===== config.mk =====
export PLATFORM = sky130hd
export DESIGN_NAME = ltc2656_spi_driver
export DESIGN_NICKNAME = d
export VERILOG_FILES = /design/src/rtl/ltc2656_pkg.sv /design/src/rtl/ltc2656_phase_timer.sv /design/src/rtl/ltc2656_spi_driver.sv
export SDC_FILE = /design/constraint.sdc
export NUM_CORES = 1
export LEC_CHECK = 0
export ABC_AREA = 1
export CAP_MARGIN = 25
export CORE_MARGIN = 10
export CORE_UTILIZATION = 30
export CTS_BUF_LIST = sky130_fd_sc_hd__clkbuf_4 sky130_fd_sc_hd__clkbuf_8 sky130_fd_sc_hd__clkbuf_16
export CTS_CLUSTER_DIAMETER = 120
export DETAILED_ROUTE_END_ITERATION = 10
export MAX_ROUTING_LAYER = met4
export PLACE_DENSITY = 0.55
export SLEW_MARGIN = 30
export SYNTH_ARGS = -nofsm -noshare
export SYNTH_HDL_FRONTEND = slang
export SYNTH_SLANG_ARGS = --single-unit

===== constraint.sdc =====
create_clock -name clk -period 2.2 [get_ports clk]
set_clock_uncertainty 0.05 [all_clocks]
set_input_delay 0.44 -clock clk [delete_from_list [all_inputs] [get_ports clk]]
set_output_delay 0.44 -clock clk [all_outputs]
set_load 0.05 [all_outputs]

===== src/rtl/ltc2656_pkg.sv =====
// Shared definitions for the LTC2656 SPI driver: command codes, frame layout,
// controller state encoding and small elaboration-time helpers.
package ltc2656_pkg;

  // LTC2656 command nibbles and the broadcast address
  localparam logic [3:0] WRITE_N        = 4'h0;
  localparam logic [3:0] UPDATE_N       = 4'h1;
  localparam logic [3:0] WRITE_UPDATE_N = 4'h3;
  localparam logic [3:0] POWER_DOWN_N   = 4'h4;
  localparam logic [3:0] NOP            = 4'hF;
  localparam logic [3:0] ADDR_ALL       = 4'hF;

  // One command frame is {cmd, address, code}
  localparam int FRAME_BITS = 24;
  localparam int BIT_CNT_W  = 5;

  typedef logic [FRAME_BITS-1:0] frame_t;

  typedef enum logic [2:0] {
    S_IDLE   = 3'd0,
    S_SETUP  = 3'd1,
    S_SCK_HI = 3'd2,
    S_SCK_LO = 3'd3,
    S_GAP    = 3'd4,
    S_LDAC   = 3'd5
  } state_t;

  function automatic frame_t pack_frame(input logic [3:0]  cmd,
                                        input logic [3:0]  channel,
                                        input logic [15:0] value);
    return {cmd, channel, value};
  endfunction

  // Used to size the shared phase timer from the largest timing parameter
  function automatic int max3(input int a, input int b, input int c);
    int m;
    m = a;
    if (b > m) m = b;
    if (c > m) m = c;
    return m;
  endfunction

endpackage


===== src/rtl/ltc2656_phase_timer.sv =====
// Loadable down-counter shared by every timed phase of the SPI driver.
// Loading N-1 on the cycle a phase is entered makes tc assert on the
// phase's N-th cycle, so a phase of N cycles ends exactly on time.
module ltc2656_phase_timer #(
  parameter int W = 4
) (
  input  logic         clk,
  input  logic         resetn,
  input  logic         load,
  input  logic [W-1:0] load_val,
  output logic         tc
);

  logic [W-1:0] cnt;

  // Count down towards zero and park there; a load always takes priority
  always_ff @(posedge clk) begin
    if (!resetn) begin
      cnt <= '0;
    end else if (load) begin
      cnt <= load_val;
    end else if (cnt != '0) begin
      cnt <= cnt - 1'b1;
    end
  end

  assign tc = (cnt == '0);

endmodule


===== src/rtl/ltc2656_spi_driver.sv =====
// Serialises one 24-bit LTC2656 command frame per dac_start strobe and
// stretches dac_ldac into a timed active-low LDAC pin pulse.
//
// state    | meaning
// ---------+------------------------------------------------------------
// S_IDLE   | nothing in flight, csn high, LDAC high
// S_SETUP  | csn low, first bit on SDI, SCK low for CLK_DIV cycles
// S_SCK_HI | SCK high for CLK_DIV cycles, DAC samples SDI on the rise
// S_SCK_LO | SCK low for CLK_DIV cycles, SDI moved to the next bit
// S_GAP    | csn high for CS_GAP cycles (rise cycle included)
// S_LDAC   | LDAC pin low for LDAC_CYCLES cycles
module ltc2656_spi_driver
  import ltc2656_pkg::*;
#(
  parameter int CLK_DIV     = 4,
  parameter int CS_GAP      = 8,
  parameter int LDAC_CYCLES = 4
) (
  input  logic        clk,
  input  logic        resetn,
  input  logic [3:0]  dac_cmd,
  input  logic [3:0]  dac_channel,
  input  logic [15:0] dac_value,
  input  logic        dac_start,
  input  logic        dac_ldac,
  output logic        spi_csn,
  output logic        spi_sck,
  output logic        spi_sdi,
  output logic        dac_ldac_n,
  output logic        busy,
  output logic        frame_done,
  output logic        overrun
);

  localparam int CNT_W = $clog2(max3(CLK_DIV, CS_GAP, LDAC_CYCLES)) + 1;

  localparam logic [CNT_W-1:0]     DIV_LD   = CNT_W'(CLK_DIV - 1);
  localparam logic [CNT_W-1:0]     GAP_LD   = CNT_W'(CS_GAP - 1);
  localparam logic [CNT_W-1:0]     LDAC_LD  = CNT_W'(LDAC_CYCLES - 1);
  localparam logic [BIT_CNT_W-1:0] LAST_BIT = BIT_CNT_W'(FRAME_BITS - 1);

  state_t                 state;
  frame_t                 shreg;
  frame_t                 pend_frame;
  frame_t                 new_frame;
  logic                   pend_start;
  logic                   pend_ldac;
  logic [BIT_CNT_W-1:0]   bit_cnt;

  logic                   timer_load;
  logic [CNT_W-1:0]       timer_val;
  logic                   timer_tc;
  logic                   start_take;
  logic                   ldac_take;

  assign new_frame = pack_frame(dac_cmd, dac_channel, dac_value);

  ltc2656_phase_timer #(
    .W (CNT_W)
  ) u_timer (
    .clk      (clk),
    .resetn   (resetn),
    .load     (timer_load),
    .load_val (timer_val),
    .tc       (timer_tc)
  );

  // Reload the shared timer on every phase transition, and flag when a
  // pending request is being consumed so a same-cycle request can refill it
  always_comb begin
    timer_load = 1'b0;
    timer_val  = '0;
    start_take = 1'b0;
    ldac_take  = 1'b0;
    case (state)
      S_IDLE: begin
        if (dac_start || pend_start) begin
          timer_load = 1'b1;
          timer_val  = DIV_LD;
        end else if (dac_ldac || pend_ldac) begin
          timer_load = 1'b1;
          timer_val  = LDAC_LD;
        end
      end
      S_SETUP, S_SCK_HI: begin
        if (timer_tc) begin
          timer_load = 1'b1;
          timer_val  = DIV_LD;
        end
      end
      S_SCK_LO: begin
        if (timer_tc) begin
          timer_load = 1'b1;
          timer_val  = (bit_cnt != '0) ? DIV_LD : GAP_LD;
        end
      end
      S_GAP: begin
        if (timer_tc) begin
          if (pend_ldac) begin
            timer_load = 1'b1;
            timer_val  = LDAC_LD;
            ldac_take  = 1'b1;
          end else if (pend_start) begin
            timer_load = 1'b1;
            timer_val  = DIV_LD;
            start_take = 1'b1;
          end
        end
      end
      S_LDAC: begin
        if (timer_tc && pend_start) begin
          timer_load = 1'b1;
          timer_val  = DIV_LD;
          start_take = 1'b1;
        end
      end
      default: ;
    endcase
  end

  // Main sequencer: frame serialisation, CS gap, LDAC pulse and the
  // one-deep pending start / pending LDAC bookkeeping
  always_ff @(posedge clk) begin
    if (!resetn) begin
      state      <= S_IDLE;
      shreg      <= '0;
      pend_frame <= '0;
      pend_start <= 1'b0;
      pend_ldac  <= 1'b0;
      bit_cnt    <= '0;
      spi_csn    <= 1'b1;
      spi_sck    <= 1'b0;
      spi_sdi    <= 1'b0;
      dac_ldac_n <= 1'b1;
      busy       <= 1'b0;
      frame_done <= 1'b0;
      overrun    <= 1'b0;
    end else begin
      frame_done <= 1'b0;
      overrun    <= 1'b0;

      case (state)
        S_IDLE: begin
          // A start left pending by a same-cycle request at the end of the
          // previous activity is still honoured from here
          if (dac_start || pend_start) begin
            shreg      <= dac_start ? new_frame : pend_frame;
            spi_sdi    <= dac_start ? new_frame[FRAME_BITS-1] : pend_frame[FRAME_BITS-1];
            bit_cnt    <= LAST_BIT;
            spi_csn    <= 1'b0;
            busy       <= 1'b1;
            pend_start <= 1'b0;
            overrun    <= dac_start && pend_start;
            if (dac_ldac) pend_ldac <= 1'b1;
            state      <= S_SETUP;
          end else if (dac_ldac || pend_ldac) begin
            dac_ldac_n <= 1'b0;
            busy       <= 1'b1;
            pend_ldac  <= 1'b0;
            state      <= S_LDAC;
          end
        end

        S_SETUP: begin
          if (timer_tc) begin
            spi_sck <= 1'b1;
            state   <= S_SCK_HI;
          end
        end

        S_SCK_HI: begin
          if (timer_tc) begin
            spi_sck <= 1'b0;
            if (bit_cnt != '0) begin
              shreg   <= {shreg[FRAME_BITS-2:0], 1'b0};
              spi_sdi <= shreg[FRAME_BITS-2];
            end
            state <= S_SCK_LO;
          end
        end

        S_SCK_LO: begin
          if (timer_tc) begin
            if (bit_cnt != '0) begin
              bit_cnt <= bit_cnt - 1'b1;
              spi_sck <= 1'b1;
              state   <= S_SCK_HI;
            end else begin
              spi_csn    <= 1'b1;
              frame_done <= 1'b1;
              state      <= S_GAP;
            end
          end
        end

        S_GAP: begin
          if (timer_tc) begin
            if (pend_ldac) begin
              dac_ldac_n <= 1'b0;
              pend_ldac  <= 1'b0;
              state      <= S_LDAC;
            end else if (pend_start) begin
              shreg      <= pend_frame;
              spi_sdi    <= pend_frame[FRAME_BITS-1];
              bit_cnt    <= LAST_BIT;
              spi_csn    <= 1'b0;
              pend_start <= 1'b0;
              state      <= S_SETUP;
            end else begin
              busy  <= 1'b0;
              state <= S_IDLE;
            end
          end
        end

        S_LDAC: begin
          if (timer_tc) begin
            dac_ldac_n <= 1'b1;
            if (pend_start) begin
              shreg      <= pend_frame;
              spi_sdi    <= pend_frame[FRAME_BITS-1];
              bit_cnt    <= LAST_BIT;
              spi_csn    <= 1'b0;
              pend_start <= 1'b0;
              state      <= S_SETUP;
            end else begin
              busy  <= 1'b0;
              state <= S_IDLE;
            end
          end
        end

        default: state <= S_IDLE;
      endcase

      // Requests arriving while busy are parked; these assignments come last
      // so a new request wins over the slot being emptied this cycle
      if (state != S_IDLE) begin
        if (dac_start) begin
          pend_frame <= new_frame;
          pend_start <= 1'b1;
          if (pend_start && !start_take) overrun <= 1'b1;
        end
        // A request during an LDAC pulse, or on the cycle one starts, merges into it
        if (dac_ldac && state != S_LDAC && !ldac_take) pend_ldac <= 1'b1;
      end
    end
  end

endmodule


==> impl_results.md <==
- Hold crit path type: reg2reg
- Post-Syn Nets: 641
- Placement Setup Slack: 0.125 ns
- Number of buffer cells added on primary ports: 34
- Fmax: 504 MHz
- X dimension of the die: 134 um
- Effective utilization at floorplan: 30.8%
- Simple-gate area share of the yosys netlist: 30.7%
- Number of cells upsized or downsized after cts: 0
- Synth Area in Adders: 0.960%
- Post-Syn Area per Cell: 6.41 um^2
- Vias per std cell: 4.71
- Post-Synthesis Cells: 610
- Leakage: 2.04 nW
- Endpoint class of the critical path: output port
- # nets final: 662
- Fraction of synthesized cell area in xor and xnor cells: 0.896%
- Number of nets with antenna violations after routing: 0
- Unrepaired setup endpoints after global routing: no
- Share of synthesized area spent on multiplexers: 0%
- Number of pins exceeding their max-slew limit in the final report: 0
- Min setup slack post-route: 0.215 ns
- First-pass GRT wire length: 16.6 mm
- Register bit count reported by yosys: 68
- Proportion of synthesized flip-flops having asynchronous set or reset: 0%
- Critical-path cell list: clkdlybuf4s50_1
- Top Metal Used: met4
- Sum of met3 wire segment lengths after detailed routing: 342 um
- Share of the synthesized area in compound gates (AO/OA/AOI/OAI): 20.6%
- Final std cell area, no fill: 0.00470 mm^2
- Critical path destination: spi_sdi
- Setup Viol. Count Final: 0
- Clock latency at the later pin of the worst-skew pair: 0.33 ns
- Wire length on met2: 4.57 mm
- Total power draw: 0.00754 W
- Mean routed wirelength per cell: 12.2 um
- HPWL reported at the end of detailed placement: 6.45 mm
- Maximum fanout along the worst path: 2
- Number of rows in the core area: 41
- Count of H-tree levels built during CTS: 3
- Most frequent cell after synthesis: nand2_1
- Number of sinks driven by the clock tree: 68
- Largest area contributor in the netlist: dfxtp_1
- Overall track demand over capacity in global routing: 11.2%
- TritonCTS Buffers: 9
- Source of the critical timing path: spi_sdi
- CTS hold repair buffers: 0
- Initial antenna violation count: 0
- Die height: 134 um
- Netlist area before placement: 0.00391 mm^2
- Clock tree from TritonCTS: done
- Number of inserted diodes: 0
- Unique cell type count in the Yosys netlist: 29
- Sum of overflow across all layers after global routing: 0
- Final Critical Period: 1.99 ns
- Crit path buffers/inverters: 1
- Startpoint type of the worst setup path: flop
- Final Hold Violating Endpoints: 0
- Post-Place Cell Area: 0.00438 mm^2
- Crit path max-delay cell type: clkdlybuf4s50_1
- Max Cap Violations: 0
- Sum of negative setup slack: 0 ns
- Ratio of cells with drive above 1 in the final layout: 10.8%
- Type of the worst setup path: reg2out
- Required arrival time at the worst endpoint: 1.71 ns
- Post-Route WL: 9.84 mm
- Dominant register cell in the synthesized netlist: dfxtp_1
- Core region area: 0.0127 mm^2
- Worst-path clk slew: 0.06 ns
- Die outline area: 0.0180 mm^2
- Gp weighted congestion: 0.869
- Worst path depth: 1
- Filler instances: 1381
- Power per cell area: 1610 mW/mm^2
- Met1 WL: 4.80 mm
- Number of global-route vias before repair: 3517
- Reg2reg path depth: 10
- Max-Slew Margin vs Limit: 64.3%
- Post-route insts no fill: 808
- Peak supply drop: 0.000705 V
- Area share of the largest cell type after synthesis: 34.8%
- Yosys synthesis warning count: 0
- Overall via count from detail_route: 3807
- R2R Setup Slk: 0.26 ns
- Commonest cells post-synth: nand2_1 (129), nor2_1 (87), o21ai_0 (77)
- Worst r2r dst: shreg[10]
- Router iterations before antenna repair: 5
- Largest net degree at the start of global routing: 49
- Growth of design area from synthesis to finish: 20.3%
- Count of flip-flops with a built-in enable after synthesis: 0
- Sequential area share after synthesis: 34.8%
- Cells taking the most area after synthesis: dfxtp_1 (35%), nand2_1 (12%), o21ai_0 (9.9%)
- Ratio of final minimum period to clock period: 90.2%
- # Post-CTS Setup Buffers: 0
- R2R Path Start: u_timer.cnt[0]
- Transition time at the pin with the least slew margin: 0.534 ns
- Maximum clock path buffer count: 2
- Root buffer cell: clkbuf_16
- DR iter-0 viols: 298
- Boundary pin count: 35
- Inst Count DP: 792
- Post-route DRC: 0
- Largest stage delay, worst path: 0.81 ns
- Main combinational cell family by area after synthesis: simple AND/OR/NAND/NOR gates
- Cell family with most CP delay: buffers and inverters
- Arrival time reported for the critical path endpoint: 1.50 ns
- Run status: finished, final reports clean
[metrics by stage]
stage / utilization, % / hold slack [ns]
after detailed placement: 34.5 / 0.407
after CTS: 37.1 / 0.419
after floorplan: - / 0.402
final: 37.1 / 0.415
after global placement: 34.5 / 0.406
after global routing: 37.1 / 0.444
[flip-flops by register name, indices dropped and copies added, names as in the netlist]
signal       cells
pend_frame      24
shreg           23
bit_cnt          5
u_timer.cnt      4
state            3
busy             1
dac_ldac_n       1
frame_done       1
overrun          1
pend_ldac        1
pend_start       1
spi_csn          1
spi_sck          1
spi_sdi          1
[kinds of logic (layout without fill, tap and decap cells)]
kind of cell | Yosys count | after routing
compound gates | 144 | 144
xor+xnor | 4 | 4
fa+ha+maj | 3 | 3
buf+inv | 107 | 133
flops | 68 | 68
simple gates | 284 | 284
[report_power, final]
group | total, W | switching, W | internal [W]
Combinational | 0.00398 | 0.00251 | 0.00146
Sequential | 0.00200 | 0.000305 | 0.00169
Clock | 0.00157 | 0.000573 | 0.000999
[per-layer routing]
layer	GRT usage [%]	vias up
li1	-	1995
met1	13.6	1727
met2	18.0	74
met3	2.32	11
met4	3.75	0
met5	-	-
[layout by cell type, fill, tap and decap left out]
| cell type | netlist | routed |
|---|---|---|
| nand3_1 | 48 | 48 |
| clkinvlp_4 | 0 | 1 |
| bufinv_16 | 0 | 2 |
| nand3_2 | 1 | 1 |
| inv_6 | 0 | 2 |
| o21ai_1 | 1 | 1 |
| o21ai_0 | 77 | 77 |
| clkdlybuf4s50_1 | 0 | 33 |
| nand2_4 | 1 | 1 |
| ha_1 | 3 | 3 |
| clkinv_4 | 0 | 1 |
| inv_1 | 66 | 66 |
| nand2_2 | 6 | 6 |
| a21oi_2 | 20 | 20 |
| nand3b_1 | 1 | 1 |
| buf_12 | 0 | 3 |
| a31oi_1 | 2 | 2 |
| xnor2_1 | 1 | 1 |
| nor3_1 | 2 | 2 |
| dfxtp_1 | 68 | 68 |
| nor2_1 | 87 | 87 |
| o211ai_1 | 2 | 2 |
| buf_4 | 2 | 8 |
| a21oi_1 | 42 | 42 |
| nand2_1 | 129 | 129 |
| buf_2 | 9 | 1 |
| nor2_2 | 4 | 4 |
| nor2_4 | 3 | 3 |
| xor2_1 | 3 | 3 |
| nand4_1 | 2 | 2 |
| clkbuf_16 | 0 | 9 |
| clkinv_2 | 0 | 1 |
| inv_2 | 6 | 6 |
[worst min path at each step]
stage / from / end / slack, ns / cells after the start
after CTS: spi_sck / spi_sck / 0.42 / 2
after global placement: spi_sck / spi_sck / 0.41 / 2
after floorplan: shreg[0] / shreg[0] / 0.40 / 2
after detailed placement: spi_sck / spi_sck / 0.41 / 2
final: spi_sck / spi_sck / 0.42 / 2
after global routing: spi_sck / spi_sck / 0.44 / 2
[layout make-up]
type / instances / area [um^2] / area share [%]
Timing Repair Buffer: 45 / 455 / 9.69
Sequential cell: 68 / 1360 / 29.0
Multi-Input combinational cell: 435 / 2070 / 44.1
Clock buffer: 9 / 225 / 4.79
Tap cell: 172 / 215 / 4.58
Clock inverter: 7 / 98.8 / 2.10
Inverter: 72 / 270 / 5.75
Note: power is estimated with default switching activity, not from simulation.
